===== config.mk =====
export PLATFORM = sky130hd
export DESIGN_NAME = ifetch_queue
export DESIGN_NICKNAME = d
export VERILOG_FILES = /design/src/rtl/ifq_pkg.sv /design/src/rtl/ifq_fifo.sv /design/src/rtl/ifetch_queue.sv
export SDC_FILE = /design/constraint.sdc
export NUM_CORES = 1
export LEC_CHECK = 0
export ABC_CLOCK_PERIOD_IN_PS = 8500
export CAP_MARGIN = 10
export CORE_MARGIN = 2
export CORE_UTILIZATION = 59
export CTS_CLUSTER_SIZE = 20
export DETAILED_ROUTE_END_ITERATION = 12
export GPL_ROUTABILITY_DRIVEN = 0
export PLACE_DENSITY = 0.85
export SLEW_MARGIN = 15
export SYNTH_ARGS = -nofsm -noshare
export SYNTH_HDL_FRONTEND = slang
export SYNTH_SLANG_ARGS = --single-unit

===== constraint.sdc =====
create_clock -name clk -period 8.5 [get_ports clk]
set_input_delay 1.7 -clock clk [delete_from_list [all_inputs] [get_ports clk]]
set_output_delay 1.7 -clock clk [all_outputs]
set_load 0.01 [all_outputs]

===== src/rtl/ifq_pkg.sv =====
// Shared definitions for the instruction fetch queue: default sizes,
// the constant memory byte enable and the queue entry layout.
package ifq_pkg;

  localparam int IFQ_IW    = 32;
  localparam int IFQ_DEPTH = 4;

  localparam logic [3:0] IFQ_BYTE_EN_WORD = 4'hF;

  typedef struct packed {
    logic [IFQ_IW-1:0] pc;
    logic [IFQ_IW-1:0] instr;
  } ifq_entry_t;

endpackage


===== src/rtl/ifq_fifo.sv =====
// Entry storage for the fetch queue: circular buffer of {pc, instr}
// with push, pop, flush and an occupancy count. Head is combinational.
module ifq_fifo
  import ifq_pkg::*;
#(
  parameter int IW    = IFQ_IW,
  parameter int DEPTH = IFQ_DEPTH
) (
  input  logic                         clk,
  input  logic                         reset,
  input  logic                         flush,
  input  logic                         push,
  input  logic [IW-1:0]                push_pc,
  input  logic [IW-1:0]                push_instr,
  input  logic                         pop,
  output logic [$clog2(DEPTH+1)-1:0]   count,
  output logic [IW-1:0]                head_pc,
  output logic [IW-1:0]                head_instr
);

  localparam int CW = $clog2(DEPTH+1);
  localparam int PW = $clog2(DEPTH);

  logic [IW-1:0] pc_mem    [DEPTH];
  logic [IW-1:0] instr_mem [DEPTH];
  logic [PW-1:0] wr_ptr;
  logic [PW-1:0] rd_ptr;

  assign head_pc    = pc_mem[rd_ptr];
  assign head_instr = instr_mem[rd_ptr];

  // Pointer and count bookkeeping; flush empties the queue and realigns pointers.
  always_ff @(posedge clk) begin
    if (!reset) begin
      wr_ptr <= '0;
      rd_ptr <= '0;
      count  <= '0;
    end else if (flush) begin
      wr_ptr <= '0;
      rd_ptr <= '0;
      count  <= '0;
    end else begin
      if (push) wr_ptr <= wr_ptr + PW'(1);
      if (pop)  rd_ptr <= rd_ptr + PW'(1);
      count <= count + CW'(push) - CW'(pop);
    end
  end

  // Entry write; storage itself is data and carries no reset.
  always_ff @(posedge clk) begin
    if (push && !flush) begin
      pc_mem[wr_ptr]    <= push_pc;
      instr_mem[wr_ptr] <= push_instr;
    end
  end

  a_no_push_when_full : assert property (
    @(posedge clk) disable iff (!reset) (push && !flush) |-> (count != CW'(DEPTH))
  ) else $error("ifq_fifo: push into a full queue");

endmodule


===== src/rtl/ifetch_queue.sv =====
// Instruction fetch queue: issues sequential word reads to a latency-1
// memory, buffers returned words with their PCs, and serves them to a
// consumer. A redirect flushes everything and restarts at a new PC.
module ifetch_queue
  import ifq_pkg::*;
#(
  parameter int IW    = IFQ_IW,
  parameter int DEPTH = IFQ_DEPTH
) (
  input  logic                        clk,
  input  logic                        reset,
  output logic [IW-1:0]               o_mem_addr,
  output logic                        o_mem_rd,
  output logic [3:0]                  o_mem_byte_en,
  input  logic [IW-1:0]               i_mem_rddata,
  output logic                        o_instr_valid,
  output logic [IW-1:0]               o_instr,
  output logic [IW-1:0]               o_instr_pc,
  input  logic                        i_instr_ready,
  input  logic                        i_redirect,
  input  logic [IW-1:0]               i_redirect_pc,
  output logic [$clog2(DEPTH+1)-1:0]  o_count
);

  localparam int CW = $clog2(DEPTH+1);

  logic [IW-1:0] fpc;
  logic          vld_p1;
  logic [IW-1:0] pc_p1;
  logic [CW-1:0] count;
  logic [CW:0]   occupancy;
  logic          issue;
  logic          push;
  logic          pop;
  logic [IW-1:0] redirect_base;

  // Credit counts queued entries plus the one response that may still be
  // on its way; pops in the current cycle are deliberately not credited.
  assign occupancy     = {1'b0, count} + {{CW{1'b0}}, vld_p1};
  assign issue         = reset & ~i_redirect & (occupancy < (CW+1)'(DEPTH));
  assign push          = reset & ~i_redirect & vld_p1;
  assign o_instr_valid = reset & (count != '0);
  assign pop           = o_instr_valid & i_instr_ready & ~i_redirect;
  assign redirect_base = i_redirect_pc & ~IW'(3);

  assign o_mem_addr    = fpc;
  assign o_mem_rd      = issue;
  assign o_mem_byte_en = IFQ_BYTE_EN_WORD;
  assign o_count       = count;

  // Fetch PC and in-flight tracking (stage p1 = response arriving this cycle).
  always_ff @(posedge clk) begin
    if (!reset) begin
      fpc    <= '0;
      vld_p1 <= 1'b0;
      pc_p1  <= '0;
    end else if (i_redirect) begin
      fpc    <= redirect_base;
      vld_p1 <= 1'b0;
    end else begin
      vld_p1 <= issue;
      if (issue) begin
        fpc   <= fpc + IW'(4);
        pc_p1 <= fpc;
      end
    end
  end

  ifq_fifo #(
    .IW    (IW),
    .DEPTH (DEPTH)
  ) u_fifo (
    .clk        (clk),
    .reset      (reset),
    .flush      (i_redirect),
    .push       (push),
    .push_pc    (pc_p1),
    .push_instr (i_mem_rddata),
    .pop        (pop),
    .count      (count),
    .head_pc    (o_instr_pc),
    .head_instr (o_instr)
  );

endmodule


After elaboration in Yosys (flattened, before gate mapping):

Memories as Yosys holds them, arrays and structs flattened. A register that Yosys moved wholly into a read port is not among the register bits.
Cells that the tools add are included.
Widths: inputs -> output; s select.

* output and inout port bits: 105
* word-level logic and storage cells: 38
* memory bits (writable): 256
* memories kept: 2
* flip-flop bits (word level): 72
* input bits: 68

Memory list
* u_fifo.instr_mem: words 4, bits a word 32, rd ports 1, clocked after memory_dff 1, write ports 1, line ifq_fifo.sv:25 `logic [IW-1:0] instr_mem [DEPTH];`
* u_fifo.pc_mem: words 4, bits a word 32, rd ports 1, clocked after memory_dff 1, write ports 1, line ifq_fifo.sv:24 `logic [IW-1:0] pc_mem [DEPTH];`

* reduce and logical (&&, ||, !) cells: 6
* bitwise gates (word level): 8
* add/sub/neg operators: 6
* magnitude comparators: 1
* multiplexer cells: 8

Operators by type and width (number)
* $mux 32: 2
* $add 32x3->32 const B: 1
* $mux 2: 4
* $and 1x1->1: 6
* $add 2x1->2 const B: 2
* $add 3x1->4: 1
* $lt 4x3->1 const B: 1
* $add 3x1->3: 1
* $reduce_bool 3->1: 1
* $sub 3x1->3: 1
* $mux 1: 2
* $not 1->1: 2
* $reduce_and 2->1: 1
* $reduce_bool 2->1: 1
* $reduce_or 2->1: 1
* $logic_and 1x1->1: 1
* $logic_not 1->1: 1

Depth between registers and ports, before layout:

Gate-level depths: netlist of run 1.

* depth after elaboration: 6
* depth in mapped cells: 11
* mapped depth without buffers: 9

By module:

From an unflattened synthesis of run 1, not the netlist that was laid out.

* cell total of the unflattened synthesis: 752
* area, all modules: 12635.9 µm²

Modules (own cells, without submodules)
* ifq_fifo: cells an instance 379, area each 9756.9 µm², instances 1, seq. area each 7867.5 µm²
* ifetch_queue: cells an instance 373, area each 2879.0 µm², instances 1, seq. area each 1221.2 µm²

Worst setup path after synthesis of run 1:

No wires, ideal clock.

* path kind: input -> output
* from: input i_redirect
* to: output o_mem_rd
* required time: 6800 ps
* data arrival time: 2664 ps
* cell stages on the path: 6
* setup slack: 4136 ps
* buffers on the path: 3
* cell sequence: clkbuf_1 nor2_1 nand2_1 inv_1 buf_2 buf_2

* longest elaborated chain between the ends: 3

RTL lines
* start, declared: line ifetch_queue.sv:20 `input logic i_redirect,`
* $not 1->1 (no line)
* $and 1x1->1 (2 in a row): line ifetch_queue.sv:40 `assign issue = reset & ~i_redirect & (occupancy < (CW+1)'(DEPTH));`
* end, declared: line ifetch_queue.sv:13 `output logic o_mem_rd,`

Every way passes these cells.

Worst setup path in the final report of run 1:

* from: input reset
* to: output o_mem_rd

* longest elaborated chain between the ends: 2

RTL lines
* start, declared: line ifetch_queue.sv:11 `input logic reset,`
* $and 1x1->1 (2 in a row): line ifetch_queue.sv:40

Every way passes these cells.

==> results of run 1 <==
state kept, by name, summed over array words and instances (netlist names), named ones only:
signal and flops:
u_fifo.instr_mem 128, u_fifo.pc_mem 120, o_mem_addr 30, pc_p1 30
u_fifo.count 3, u_fifo.rd_ptr 2, u_fifo.wr_ptr 2, vld_p1 1
layout make-up:
type	instances	area (sq um)	share of cell area [%]
inverters	13	48.8	0.324
clock buffers	45	858	5.69
well taps	270	338	2.24
repair buffers	168	1670	11.1
flip-flops and latches	318	8860	58.8
clock inverters	11	98.8	0.656
multi-input cells	370	3210	21.3
per-stage QoR:
step	setup slack [ns]	cell area [sq um]	utilization [%]	instances	hold WS [ns]
after floorplan	4.14	12300	-	749	0.460
after global placement	2.83	14100	69.3	1139	0.472
after detailed placement	2.79	14100	69.3	1139	0.479
after CTS	2.78	15100	74.0	1195	0.493
after global routing	2.55	15100	74.0	1195	0.520
final	2.78	15100	74.0	1195	0.497
cells by family (layout without fill, tap and decap cells):
logic type      count (synthesis)  count (layout)  share of synthesized area [%]
compound gates                 93              93                           4.68
fa+ha+maj                       9               9                          0.978
flops                         318             318                           72.0
xor+xnor                       20              20                           1.43
simple gates                  177             177                           7.16
other cells                     2               8                         0.0611
buf+inv                        61             237                           2.22
mux                            63              63                           11.4
worst min-delay path: cells and delay by family (launching register included):
kind	cells	cell delay (ns)
flip-flops	1	0.33
AND/OR/NAND/NOR	1	0.06
AO/OA/AOI/OAI	1	0.06
how the worst max path moves through the flow:
stage | cells after the start | start | to
3_5_place_dp | 8 | reset | o_mem_rd
6_report | 8 | reset | o_mem_rd
4_1_cts | 8 | reset | o_mem_rd
2_1_floorplan | 6 | i_redirect | o_mem_rd
5_1_grt | 8 | reset | o_mem_rd
3_3_place_gp | 8 | reset | o_mem_rd
metal layers:
metal | vias up | global-route usage (%)
met5 | - | 0
met3 | 35 | 3.62
met2 | 304 | 36.5
li1 | 3175 | -
met4 | 0 | 4.86
met1 | 3479 | 32.3
cells in the final DEF (no fill, tap or decap), types with 4 or more instances in the layout:
master,count
nor2_1,19
a31oi_1,5
clkbuf_16,31
inv_1,12
buf_4,6
nand3_1,9
and2_1,4
nor3_1,6
edfxtp_1,248
clkdlybuf4s50_1,162
and3_1,10
dfxtp_1,68
conb_1,8
a21oi_1,47
nand2_1,93
o21ai_0,11
clkinv_1,6
xor2_1,8
nand4_1,7
mux4_2,62
and3_4,4
ha_1,8
xnor2_1,12
o21a_1,4
clkbuf_1,11
clkinv_2,4
power by group through the flow:
stage | Clock, W | Sequential (W) | Combinational [W]
2_1_floorplan | 0 | 0.00174 | 0.0000534
3_3_place_gp | 0 | 0.00175 | 0.000128
3_5_place_dp | 0 | 0.00175 | 0.000131
4_1_cts | 0.00130 | 0.00171 | 0.000132
5_1_grt | 0.00136 | 0.00172 | 0.000142
6_report | 0.00128 | 0.00171 | 0.000132
==> metrics.md, run 1 <==
| Metric | Value |
|---|---|
| Crit path max-delay family | `buffers and inverters` |
| Clock Skews | `0.00943 ns` |
| Biggest area consumer among synthesized cells | `edfxtp_1` |
| Worst reg2reg setup slack | `5.72 ns` |
| Worst-path clk slew | `around 0.050 ns` |
| RR Endpoint | `o_mem_addr[22]` |
| Core area | `roughly 20000 sq um` |
| M1 wire length | `approximately 10 mm` |
| Gate power share | `4.2%` |
| Overall global routing resource usage | `22.3%` |
| Seq cells post-synth | `318` |
| Max-slew headroom | `around a third` |
| FILL cells | `between 1k and 1.5k` |
| RSZ-0062 raised after global routing | `no` |
| Worst flop-to-flop path startpoint | `u_fifo.count[1]` |
| Crit path buf inv count | `6` |
| Hold path startpoint | `pc_p1[6]` |
| Main synth FF type | `edfxtp_1` |
| Hold Path Class | `flop to flop` |
| Internal power consumption | `0.00251 W` |
| Area of the mapped netlist | `between 10000 and 15000 sq um` |
| Max-cap viol count | `0` |
| Critical path peak fanout | `38` |
| Number of flops mapped to enable cells by yosys | `248` |
| Top routing layer in use | `met4` |
| Synth top area share | `just over 60%` |
| Min cycle time layout | `approximately 5.7 ns` |
| Syn Area/Cell | `between 15 and 20 sq um` |
| Area grow syn2layout | `22.7%` |
| WL met2 | `around 12 mm` |
| CP Class | `primary input to primary output` |
| DR vias | `between 6k and 7k` |
| Share of cells above drive strength 1 | `approximately an eighth` |
| Worst r2r path cells | `7` |
| Drt via density | `5.85` |
| Clock Path Buffers | `3` |
| H-Tree Depth | `1` |
| CTS resizes | `0` |
| Switching power share of the total | `approximately a fifth` |
| Clock Latency Late Sink | `roughly 0.54 ns` |
| WP data required | `slightly below 7 ns` |
| Die ar. | `22000 sq um` |
| Num rows | `52` |
| Largest net degree at the start of global routing | `63` |
| Crit-path slowest cell | `clkdlybuf4s50_1` |
| WL per Instance | `just over 20 microns` |
| Pre-antenna DRT Iters | `5` |
| Final Hold Viols | `0` |
| Run status | `completed` |
| Post-DRT Antenna Nets | `0` |
| Residual DRC | `0` |
| Mapped Cells | `about 740` |
| Initial antenna violation count | `0` |
| CTS root buffer | `clkbuf_16` |
| Data arrival, critical path | `4.02 ns` |
| Hold Crit Depth | `2` |
| Flop pwr share | `around 55%` |
| Crit-path cells | `clkdlybuf4s50_1, buf_4, inv_1, nor2_1, nand2_1, inv_1, buf_4, clkdlybuf4s50_1` |
| Switching Power | `~0.00061 W` |
| Hold Path End | `pc_p1[6]` |
| Type of origin of the critical path | `primary input` |
| Num ports | `around 170` |
| Vias in the first global route | `roughly 7k` |
| Peak supply drop | `between 150 and 200 uV` |
| Post-Route Setup TNS | `0 ns` |
| Routed met3 length | `between 1.5 and 2 mm` |
| PortBufs | `162` |
| Part of the Yosys area used for sequential elements | `72.0%` |
| Post-synth top cells | `edfxtp_1, nand2_1, dfxtp_1, mux4_2, a21oi_1` |
| # clock sinks | `318` |
| Fin nets | `between 900 and 1k` |
| Pwr Total | `around 0.0031 W` |
| Initial Util | `between 60% and 70%` |
| Leak | `between 5 and 6 nW` |
| Die Span Y | `approximately 150 microns` |
| Final HPWL DP | `around 14 mm` |
| Cts bufs inserted | `30` |
| Fraction of registers with async set/reset | `0%` |
| Tcrit/Tclk final | `between 60% and 70%` |
| Slew Viols, Final | `0` |
| Power share of the clock group | `just over 40%` |
| Worst-Margin Slew | `0.982 ns` |
| Drt initial violations | `527` |
| CTS tree | `built` |
| Fmax | `approximately 170 MHz` |
| Count leader, synth | `edfxtp_1` |
| Power Density | `slightly above 200 nW/um^2` |
| Synth cell types | `55` |
| Antenna cells | `0` |
| Die width | `roughly 150 microns` |
| Post-CTS setup buffer count | `0` |
| First-pass GRT wire length | `between 30 and 40 mm` |
| Final setup vio count | `0` |
| Drt total wl | `24.3 mm` |
| Crit. End Element | `primary output` |
| Max incr delay on CP | `around 0.62 ns` |
| Yosys warns | `0` |
| Area contributors post-synth | `edfxtp_1, dfxtp_1, mux4_2, nand2_1, a21oi_1` |
| Hold buffers post-CTS | `0` |
| Grt total ovfl | `0` |
No activity file was read; power rests on OpenSTA's default activity.
==> run 2: changes to the inputs <==
- ABC_CLOCK_PERIOD_IN_PS: 8500 -> 5900
- CORE_UTILIZATION: 59 -> 54
- PLACE_DENSITY: 0.85 -> 0.79
- clock period: 8.5 -> 5.9 ns (I/O delays scaled with it)
==> metrics.md, run 2 (synthesis gave the netlist of run 1 again) <==
| Metric | Value |
|---|---|
| H-Tree Depth | `1 (unchanged)` |
| Most utilized layer in the global route result | `met2` |
| DR vias | `6942 (-0.73%)` |
| Peak supply drop | `176 uV (+14%)` |
| Hold buffers post-CTS | `0 (unchanged)` |
| Hold Crit Depth | `2 (unchanged)` |
| PortBufs | `162 (unchanged)` |
| Fmax | `234 MHz` |
| Fin nets | `982 (+0.41%)` |
| Drt initial violations | `467 (-11%)` |
| RSZ-0062 raised after global routing | `no` |
| Worst reg2reg setup slack | `3.16 ns (-2.56 ns)` |
| Run status | `completed` |
| Antenna cells | `0 (unchanged)` |
| Met2 usage | `33.2% (-3.3 points)` |
| Data arrival, critical path | `3.09 ns (-0.93 ns)` |
| Post-CTS setup buffer count | `0 (unchanged)` |
| Cts bufs inserted | `31 (+3.3%)` |
| Residual DRC | `0 (unchanged)` |
| Num ports | `173 (unchanged)` |
| Commonest non-fill, non-tap cell in the layout | `edfxtp_1` |
| Die width | `155 microns (+4.4%)` |
| Max reg flops | `128 (unchanged)` |
| Overall global routing resource usage | `20.3% (-2.0 points)` |
| Min cycle time layout | `approximately 4.3 ns` |
| Commonest cells after routing, fill and taps aside | `edfxtp_1, clkdlybuf4s50_1, nand2_1` |
| Initial Util | `54.6% (-5.7 points)` |
| Area grow syn2layout | `24.1%` |
| Core area | `22500 sq um (+11%)` |
| Clock Skews | `0.00816 ns (-0.00127 ns)` |
| Clock Latency Late Sink | `0.54 ns (about the same)` |
| Pre-antenna DRT Iters | `7 (+2)` |
| FILL cells | `1496 (+18%)` |
| Type of origin of the critical path | `primary input` |
| Post-DRT Antenna Nets | `0 (unchanged)` |
| Final HPWL DP | `13.9 mm (-1.9%)` |
| Worst-Margin Slew | `0.981 ns (-0.00108 ns)` |
| Met1 GRT Util | `28.5% (-3.8 points)` |
| CP Class | `primary input to primary output` |
| Worst-path clk slew | `0.06 ns (about the same)` |
| RR Endpoint | `o_mem_addr[18]` |
| Crit. End Element | `primary output` |
| Hold path startpoint | `pc_p1[25]` |
| Final worst slack | `1.63 ns (-1.15 ns)` |
| Drt via density | `5.72 (-2.3%)` |
| DP Worst Slack | `1.62 ns (-1.17 ns)` |
| Share of cells above drive strength 1 | `14.4% (+1.2 points)` |
| Max-cap viol count | `0 (unchanged)` |
| Critical Path Start | `reset` |
| WL per Instance | `19.9 microns (-1.8%)` |
| Slew Viols, Final | `0 (unchanged)` |
| CTS resizes | `0 (unchanged)` |
| Worst flop-to-flop path startpoint | `u_fifo.count[1]` |
| Hold Path Class | `flop to flop` |
| Largest net degree at the start of global routing | `63 (unchanged)` |
| Worst r2r path cells | `9 (+2)` |
| Met3 global-route usage | `3.92% (+0.30 points)` |
| Initial antenna violation count | `0 (unchanged)` |
| # clock sinks | `318 (unchanged)` |
| First-pass GRT wire length | `37.8 mm (-1.2%)` |
| Clock Path Buffers | `3 (unchanged)` |
| Tcrit/Tclk final | `72.4%` |
| Critical path peak fanout | `22 (-42%)` |
| Num rows | `55 (+5.8%)` |
| Placement-stage cell area | `14200 sq um (+0.27%)` |
| Die ar. | `24000 sq um (+9.0%)` |
| CTS root buffer | `clkbuf_16` |
| Vias in the first global route | `6912 (-0.83%)` |
| Grt total ovfl | `0 (unchanged)` |
| Hold Path End | `pc_p1[25]` |
| Leak | `5.11 nW (+1.8%)` |
| Die Span Y | `155 microns (+4.4%)` |
| Final Hold Viols | `0 (unchanged)` |
| Finished Cell Area | `15200 sq um (+1.2%)` |
| WP data required | `4.72 ns (-2.08 ns)` |
| Max-slew headroom | `34.6% (+0.48 points)` |
| Post-Route Setup TNS | `0 ns (unchanged)` |
| Drt total wl | `24.2 mm (-0.26%)` |
| Power Density | `310 nW/um^2 (+49%)` |
| CTS tree | `built` |
| Final setup vio count | `0 (unchanged)` |
| Most flops, register | `u_fifo.instr_mem` |
| Top flop regs | `u_fifo.instr_mem: 128 flops, u_fifo.pc_mem: 120 flops` |
run 2: power by group:
| part | total [W] | internal, W | switching (W) |
|---|---|---|---|
| Sequential | 0.00247 | 0.00243 | 0.0000367 |
| Combinational | 0.000190 | 0.000102 | 0.0000887 |
| Clock | 0.00206 | 0.00128 | 0.000786 |
run 2: final cells by class:
type	instances	area, sq um	area share, %
flip-flops and latches	318	8850	58.1
multi-input cells	370	3210	21.0
repair buffers	171	1690	11.1
clock buffers	37	848	5.56
well taps	285	357	2.34
clock inverters	20	245	1.61
inverters	13	48.8	0.320
run 2: worst max-delay path, cell delays in order:
cell	delay, ns
clkdlybuf4s50_1	0.45
buf_4	0.24
inv_1	0.08
nor2_1	0.33
nand2_1	0.13
inv_1	0.13
clkdlybuf4s50_1	0.54
run 2: through the flow:
stage | std cells | hold slack (ns) | total power (W) | utilization, %
6_report | 1214 | 0.498 | 0.00472 | 67.8
5_1_grt | 1214 | 0.512 | 0.00487 | 67.8
4_1_cts | 1214 | 0.497 | 0.00476 | 67.8
3_5_place_dp | 1157 | 0.485 | 0.00271 | 62.9
3_3_place_gp | 1157 | 0.478 | 0.00270 | 62.9
2_1_floorplan | 749 | 0.460 | 0.00259 | -
run 2: how the worst max path moves through the flow:
stage	to	depth (start not counted)
after detailed placement	o_mem_rd	7
after floorplan	u_fifo.instr_mem[0][0]	3
after global placement	o_mem_rd	7
after CTS	o_mem_rd	7
final	o_mem_rd	7
after global routing	o_mem_rd	7
run 2: routing by layer:
metal	wire length [microns]	part of all wire (%)
met5	0	0
met3	1500	6.2
met1	10600	44
met2	11800	49
met4	394	1.6
